## config.mk

```make
export PLATFORM = sky130hd
export DESIGN_NAME = branch_predictor
export DESIGN_NICKNAME = d
export VERILOG_FILES = /design/src/rtl/branch_predictor_pkg.sv /design/src/rtl/branch_predictor_sat_counter2.sv /design/src/rtl/branch_predictor.sv
export SDC_FILE = /design/constraint.sdc
export NUM_CORES = 2
export LEC_CHECK = 0
export CAP_MARGIN = 20
export CORE_AREA = 2 2 913 460
export CTS_BUF_LIST = sky130_fd_sc_hd__clkbuf_8
export DETAILED_ROUTE_END_ITERATION = 6
export DIE_AREA = 0 0 915 462
export DONT_BUFFER_PORTS = 1
export PLACE_DENSITY = 0.57
export SLEW_MARGIN = 10
export SYNTH_ARGS = -nofsm -noshare
export SYNTH_HDL_FRONTEND = slang
export SYNTH_SLANG_ARGS = --single-unit
export TNS_END_PERCENT = 5
```

## constraint.sdc

```tcl
create_clock -name clk -period 51.7 [get_ports clk]
set_input_delay 10.34 -clock clk [delete_from_list [all_inputs] [get_ports clk]]
set_output_delay 10.34 -clock clk [all_outputs]
set_load 0.02 [all_outputs]
```

## src/rtl/branch_predictor_pkg.sv

```systemverilog
// Shared types and constants for the fetch-side branch predictor.
// Pipeline registers import this package so that the history width and the
// counter encoding stay consistent with the predictor.
package branch_predictor_pkg;

  // Default global history length; the PHT has 2^DEFAULT_BHR_W entries
  localparam int DEFAULT_BHR_W = 10;

  // Default BTB index width; the BTB has 2^DEFAULT_BTB_IDX_W entries
  localparam int DEFAULT_BTB_IDX_W = 5;

  // Widest tag the BTB can need (PC bits above the word offset)
  localparam int BTB_TAG_MAX_W = 30;

  // Two-bit direction counter encoding
  typedef enum logic [1:0] {
    SNT = 2'b00,
    WNT = 2'b01,
    WT  = 2'b10,
    ST  = 2'b11
  } pred_state_t;

  // BTB entry. The tag field is sized for the smallest legal index width;
  // narrower tags are stored zero-extended.
  typedef struct packed {
    logic                     valid;
    logic [BTB_TAG_MAX_W-1:0] tag;
    logic [31:0]              target;
    logic                     is_jump;
  } btb_entry_t;

  // Predictor control states
  localparam logic [0:0] S_INIT = 1'b0;
  localparam logic [0:0] S_RUN  = 1'b1;

endpackage

```

## src/rtl/branch_predictor_sat_counter2.sv

```systemverilog
// Two-bit saturating up/down counter step.
// Ports:
//   cnt      - current counter value
//   inc      - 1 = count towards strongly taken, 0 = towards strongly not-taken
//   next_cnt - counter value after one step, clamped at 00 and 11
module sat_counter2
  import branch_predictor_pkg::*;
(
  input  logic [1:0] cnt,
  input  logic       inc,
  output logic [1:0] next_cnt
);

  always_comb begin
    next_cnt = cnt;
    if (inc) begin
      if (cnt != ST) next_cnt = cnt + 2'd1;
    end else begin
      if (cnt != SNT) next_cnt = cnt - 2'd1;
    end
  end

endmodule

```

## src/rtl/branch_predictor.sv

```systemverilog
// Gshare direction predictor with a direct-mapped branch target buffer.
// After reset the PHT and BTB valid bits are swept one entry per cycle; ready
// rises once the sweep completes. Lookups are combinational on fetch_pc, and
// training comes from the resolved branch in EX using the pred/bhr snapshots
// that travelled with the instruction.
// Ports:
//   clk, rst        - clock, synchronous active-high reset
//   fetch_pc        - PC being fetched this cycle
//   predict_taken   - redirect fetch to btb_target next cycle
//   btb_target      - predicted target (0 on BTB miss)
//   btb_hit         - BTB tag match for fetch_pc
//   pred_out        - PHT counter for fetch_pc (to if_id_reg)
//   bhr_out         - current global history (to if_id_reg)
//   upd_*           - resolved control-flow update from EX
//   ready           - init sweep complete
module branch_predictor
  import branch_predictor_pkg::*;
#(
  parameter int         BHR_W     = DEFAULT_BHR_W,
  parameter int         BTB_IDX_W = DEFAULT_BTB_IDX_W,
  parameter logic [1:0] PHT_INIT  = 2'b01
) (
  input  logic             clk,
  input  logic             rst,
  input  logic [31:0]      fetch_pc,
  output logic             predict_taken,
  output logic [31:0]      btb_target,
  output logic             btb_hit,
  output logic [1:0]       pred_out,
  output logic [BHR_W-1:0] bhr_out,
  input  logic             upd_valid,
  input  logic             upd_is_br,
  input  logic [31:0]      upd_pc,
  input  logic [BHR_W-1:0] upd_bhr,
  input  logic [1:0]       upd_pred,
  input  logic             upd_taken,
  input  logic [31:0]      upd_target,
  output logic             ready
);

  localparam int PHT_N = 1 << BHR_W;
  localparam int BTB_N = 1 << BTB_IDX_W;

  logic [0:0]       state;
  logic [BHR_W-1:0] sweep_idx;
  logic [BHR_W-1:0] bhr;

  logic [1:0]  pht [PHT_N];
  btb_entry_t  btb [BTB_N];

  logic                     run;
  logic [BHR_W-1:0]         li;
  logic [BTB_IDX_W-1:0]     lb;
  logic [BTB_TAG_MAX_W-1:0] fetch_tag;
  btb_entry_t               look_entry;
  logic                     look_hit;

  logic [BHR_W-1:0]         ui;
  logic [BTB_IDX_W-1:0]     ub;
  logic [BTB_TAG_MAX_W-1:0] upd_tag;
  logic [1:0]               upd_cnt;

  logic unused_pc_bits;
  assign unused_pc_bits = ^{fetch_pc[1:0], upd_pc[1:0]};

  assign run = (state == S_RUN);

  // Lookup: gshare index into the PHT, PC-indexed BTB. Reads see the array
  // contents before any write on the coming edge, so there is no bypass.
  assign li         = fetch_pc[BHR_W+1:2] ^ bhr;
  assign lb         = fetch_pc[BTB_IDX_W+1:2];
  assign fetch_tag  = BTB_TAG_MAX_W'(fetch_pc >> (BTB_IDX_W + 2));
  assign look_entry = btb[lb];
  assign look_hit   = look_entry.valid && (look_entry.tag == fetch_tag);

  assign btb_hit       = run && look_hit;
  assign pred_out      = run ? pht[li] : PHT_INIT;
  assign btb_target    = btb_hit ? look_entry.target : 32'd0;
  assign predict_taken = btb_hit && (look_entry.is_jump || pred_out[1]);
  assign bhr_out       = run ? bhr : '0;
  assign ready         = run;

  // Update side: the counter base is the snapshot carried down the pipe,
  // not a fresh PHT read.
  assign ui      = upd_pc[BHR_W+1:2] ^ upd_bhr;
  assign ub      = upd_pc[BTB_IDX_W+1:2];
  assign upd_tag = BTB_TAG_MAX_W'(upd_pc >> (BTB_IDX_W + 2));

  sat_counter2 u_sat (
    .cnt      (upd_pred),
    .inc      (upd_taken),
    .next_cnt (upd_cnt)
  );

  // Control: sweep index walks every PHT entry once, then RUN. History only
  // shifts on resolved conditional branches.
  always_ff @(posedge clk) begin
    if (rst) begin
      state     <= S_INIT;
      sweep_idx <= '0;
      bhr       <= '0;
    end else if (state == S_INIT) begin
      sweep_idx <= sweep_idx + 1'b1;
      if (sweep_idx == '1) state <= S_RUN;
    end else if (upd_valid && upd_is_br) begin
      bhr <= {bhr[BHR_W-2:0], upd_taken};
    end
  end

  // Table writes. The BTB index is the low bits of the sweep index, so each
  // BTB entry is invalidated several times during one PHT sweep.
  always_ff @(posedge clk) begin
    if (!rst) begin
      if (state == S_INIT) begin
        pht[sweep_idx] <= PHT_INIT;
        btb[sweep_idx[BTB_IDX_W-1:0]].valid <= 1'b0;
      end else if (upd_valid) begin
        if (upd_is_br) pht[ui] <= upd_cnt;
        if (upd_taken) begin
          btb[ub] <= '{valid:   1'b1,
                       tag:     upd_tag,
                       target:  upd_target,
                       is_jump: ~upd_is_br};
        end
      end
    end
  end

endmodule

```

**After elaboration in Yosys (flattened, before gate mapping)**

Memory sizes are Yosys's and may differ from the RTL's.
Index checks and enable logic that the tools add are counted.

- Add/sub/neg operators: 3
- Multiply operators: 0
- Div/mod/pow operators: 0
- Order comparisons: 0
- Equal/unequal tests: 3
- Shift-type cells: 0
- Mux-type cells: 27
- Bitwise operators: 3
- Reduce and logical (&&, ||, !) cells: 9

Operator list:

| cell | number |
|---|---|
| 59-bit 2-to-1 mux | 1 |
| 59-bit OR reduction | 1 |
| 32-bit 2-to-1 mux | 1 |
| 30-bit by 25-bit == test with 1-bit output | 1 |
| 10-bit 2-to-1 mux | 2 |
| 10-bit bitwise XOR | 2 |
| 1-bit 2-to-1 mux | 16 |
| 2-bit 2-to-1 mux | 6 |
| 10-bit by 1-bit adder with 10-bit output, second input constant | 1 |
| 10-bit == test, second input constant | 1 |
| 5-bit 2-to-1 mux | 1 |
| 1-bit logical AND | 4 |
| 2-bit by 1-bit adder with 2-bit output, second input constant | 1 |
| 2-bit != test, second input constant | 1 |
| 2-bit AND reduction | 1 |
| 2-bit nonzero test | 1 |
| 2-bit OR reduction | 1 |
| 2-bit by 1-bit subtractor with 2-bit output, second input constant | 1 |
| 1-bit logical OR | 1 |
| 1-bit NOT | 1 |

- Flip-flop bits (word level): 21
- Bits in latches: 0
- Bits in writable memories: 3936
- ROM bits: 0
- Input port bits: 113
- Output and inout bits: 47
- Logic and storage cells: 50
- Memories: 2

Memories:

| memory | words | width | read ports | clocked after memory_dff | write ports | line | source |
|---|---|---|---|---|---|---|---|
| pht | 1024 | 2 | 1 | 0 | 1 | branch_predictor.sv:48 | `logic [1:0] pht [PHT_N];` |
| btb | 32 | 59 | 1 | 0 | 1 | branch_predictor.sv:49 | `btb_entry_t btb [BTB_N];` |

**Depth between registers and ports, before layout**

- Word-level depth: 7
- Mapped depth: 15

**By module**

From an unflattened synthesis, not the netlist that was laid out.

- Cells, all modules: 8508
- Area total of the unflattened synthesis: 157383.4 um^2

Modules (own cells, without submodules):

| module | instances | cells an instance | area an instance (um^2) |
|---|---|---|---|
| branch_predictor | 1 | 8505 | 157357.2 |
| sat_counter2 | 1 | 3 | 26.3 |

**Least setup slack after synthesis**

Ideal clock, no wire load.

- Kind: input -> register
- From: input port upd_is_br
- To: memory pht[0][1] (data pin)
- Library setup time: 5.695 ns
- Data arrival time: 38.166 ns
- Data required time: 46.005 ns
- Slack: 7.839 ns
- Stages on the path: 5
- Buffers on the path: 2
- Cells stage by stage: and3_1 > nand2b_1 > clkbuf_1 > clkbuf_1 > a21oi_1

- Longest elaborated chain between the ends: 7

RTL lines:

| what | line | source |
|---|---|---|
| start: declaration | branch_predictor.sv:32 | `input logic upd_is_br,` |
| 1-bit 2-to-1 mux | branch_predictor.sv:118 | `if (upd_is_br) pht[ui] <= upd_cnt;` |
| 1-bit 2-to-1 mux | branch_predictor.sv:117 | `end else if (upd_valid) begin` |
| 1-bit 2-to-1 mux | branch_predictor.sv:114 | `if (state == S_INIT) begin` |
| 1-bit 2-to-1 mux | branch_predictor.sv:113 | `if (!rst) begin` |
| 1-bit 2-to-1 mux (implied by the code) | branch_predictor.sv:118 |  |
| 2-bit OR reduction (no source line) | n/a |  |
| 2-bit 2-to-1 mux (no source line) | n/a |  |
| end: declaration | branch_predictor.sv:48 |  |

No other way between the ends.

**Worst setup path in the final report**

- From: input port fetch_pc[2]
- To: output port predict_taken

- Longest elaborated chain between the ends: 5

RTL lines:

| what | line | source |
|---|---|---|
| start: declaration | branch_predictor.sv:25 | `input logic [31:0] fetch_pc,` |
| 10-bit bitwise XOR or memory read 32 x 59 bit (tied branches) | n/a |  |
| memory read 1024 x 2 bit or 30-bit by 25-bit == test with 1-bit output (tied branches) | n/a |  |
| 2-bit 2-to-1 mux or 1-bit logical AND (tied branches) | branch_predictor.sv:77, branch_predictor.sv:74 |  |
| 1-bit logical OR or 1-bit logical AND (tied branches) | branch_predictor.sv:79, branch_predictor.sv:76 |  |
| 1-bit logical AND * | branch_predictor.sv:79 | `assign predict_taken = btb_hit && (look_entry.is_jump \|\| pred_out[1]);` |
| end: declaration | branch_predictor.sv:26 | `output logic predict_taken,` |

Every way passes the cells marked *; elsewhere a longest branch is shown, timed or not.

==> out/summary.txt <==
Largest area contributor in the netlist: edfxtp_1
Crit-path max cell delay: 0.85 ns
Kind of critical path: in2out
Final Instance Area: 0.1749 mm²
FP Rows: 168
Final setup viols: 0
Share of cells above drive strength 1: 25.77%
Placed Area: 0.1642 mm²
HPWL after detailed placement: 257600 µm
Failing checks: DRC, slew limit
Number of global-route vias before repair: 81306
Ys Warns: 0
CP Capture Type: output port
Place WS: 24.43 ns
Type of the worst min-delay path: reg2reg
Post-synth cell types: 59
Multi-input gate area: 0.03689 mm²
Gpl congestion: 0.8021
Root Driver: clkbuf_8
Worst Tran Pin Value: 1.618 ns
Most common flop cell mapped by yosys: edfxtp_1
Final period util: 54.28%
Slew margin rel.: -7.849%
Initial Util: 37.75%
IO Pins: 160
Number of enable flip-flop cells after synthesis: 3936
Top delay family on crit path: buffers and inverters
H-tree depth: 6
Fillers: 35764
CTS tree: built
Syn Inst Count: 7792
Top-area cell type share of the netlist area: 75.26%
Hold buffers post-CTS: 0
Clk buf depth: 4
Synth Area per Inst: 20.16 µm²
Setup_tns: 0 ns
Routed WL: 463400 µm
Setup ws final: 23.64 ns
Die width: 915 µm
Initial antenna violation count: 45
Global route total overflow: 0
Total GRT Usage: 21.42%
Largest net degree at the start of global routing: 475
Reg area: 0.1186 mm²
FMAX: 35.64 MHz
RSZ-0062 raised after global routing: false
Crit-path max FO: 149
Worst path bufs/invs: 5
Most common cell after layout, fill and taps aside: edfxtp_1
Worst-path clk slew: 0.07 ns
Final nets: 8188
Drt pass-1 iters: 7
FF-to-FF setup slack: 45.68 ns
WHS: 0.4997 ns
Layout Skew: 0.06552 ns
Global-route wire length before repair: 638800 µm
Antenna viol nets, final: 0
Ys async rst share: 0%
Net count after synthesis: 7906
Area growth syn-to-layout: 11.37%
Fin crit period: 28.06 ns
Clock latency on the worst-skew pair: 1.07 ns
Die area: 0.4227 mm²
CP most frequent cell: buf_4
Average wire per standard cell: 33.09 µm
Setup bufs post-CTS: 0
Crit-path cells: buf_16 -> xor2_4 -> buf_12 -> buf_4 -> buf_4 -> mux4_2 -> o21ai_0 -> a41oi_1 -> nor3_1 -> nor2_1 -> a41oi_1 -> a221oi_1 -> buf_4
Initial DRC Count: 12455
Worst EP required: 41.36 ns
Synth Cell Area: 0.1570 mm²
Cell Pwr Density: 33.82 mW/mm²
Die height: 462 µm
Layout Utilization: 42.05%
Drc violations: 40
Vias per cell: 5.893
Max-slew violation count: 107
Hold Fails Final Rpt: 0
Max capacitance violation total: 0
Peak VDD IR: 0.02112 mV
Status: finished, violations left
Crit path max-delay cell type: nor3_1
Cts bufs inserted: 549
Leakage: 61.92 nW
Flops & latches, synth: 3957
Sequential area share after synthesis: 75.53%
Core box area: 0.4160 mm²
Most frequent cells in the layout: edfxtp_1, mux4_2, nor2_1, clkbuf_8, nand2_1
Clk sink count: 3957
Startpoint types: input port
Buffers on Ports: 0
Synth area leaders: edfxtp_1, mux4_2, nor2_1, nand2_1, clkbuf_1
Vias: 82520
# resized after CTS: 0
Arrival time at the worst endpoint: 17.72 ns
-- logic make-up after synthesis --
family,after synthesis,share of synthesized area [%]
AOI/OAI and AO/OA,224,0.9624
buffers and inverters,535,1.529
DFF,3957,75.53
adders and majority gates,2,0.01434
muxes,1236,17.00
and+or+nand+nor,1778,4.619
xor gates and xnor gates,60,0.3466
-- metal layers --
layer / GRT usage (%) / wire length [µm]
met2: 28.32 / 186500
met3: 8.006 / 63240
met5: 0 / 116
met4: 4.568 / 9124
met1: 33.45 / 204500
-- state kept, by name, summed over array words and instances, names as in the netlist --
signal and flops:
bhr 10, btb 1888, pht 2048, ready 1, sweep_idx 10
-- metrics by stage --
step	std cells	total power [W]
3_3_place_gp	12975	0.003691
4_1_cts	13931	0.005927
5_1_grt	13990	0.006091
3_5_place_dp	12991	0.003691
2_1_floorplan	7792	0.003656
6_report	14004	0.005915
-- cells in the mapped netlist (20+ instances only) --
cell type and n:
a21oi_1 43, a22oi_1 20, a31oi_1 26, and2_1 70, buf_1 67, buf_2 116
buf_4 40, clkbuf_1 294, dfxtp_1 21, edfxtp_1 3936, mux2i_1 89, mux4_2 1145
nand2_1 325, nand3_1 95, nand4_1 23, nor2_1 1174, nor3_1 27, o21ai_0 38
xnor2_1 31, xor2_1 28
-- path summary, 6_finish.rpt --
| path | startpoint | endpoint | cells after the start |
|---|---|---|---|
| setup / recovery | fetch_pc[2] | predict_taken | 13 |
| hold / removal | bhr[7] | bhr[8] | 2 |
| setup reg to reg | ready | btb[29][25] | 10 |
| hold reg to reg | bhr[7] | bhr[8] | 2 |
-- power breakdown --
part	leakage (nW)	internal [W]	switching [W]
sequential	44.9	0.00347	0.000000556
combinational	11.5	0.0000637	0.000112
clock	5.51	0.00105	0.00121
total	61.9	0.00459	0.00133
-- worst register-to-register path: stages (launching register included) --
cell and delay (ns):
dfxtp_2 0.33, buf_4 0.54, nand4b_1 0.57, inv_4 0.57, buf_4 0.58, nand3_1 0.15
o21ai_0 0.19, nand2_1 0.47, nor2_4 0.85, buf_4 0.69, buf_4 0.68
-- layout make-up --
| class | instances | share of cell area, % |
|---|---|---|
| timing repair buffer | 261 | 1.615 |
| multi-input combinational | 3300 | 21.09 |
| inverter | 5 | 0.01216 |
| clock inverter | 372 | 1.024 |
| antenna | 16 | 0.02289 |
| clock buffer | 568 | 4.469 |
| tap | 5525 | 3.952 |
| sequential | 3957 | 67.81 |
Note: power is estimated with default switching activity, not from simulation.
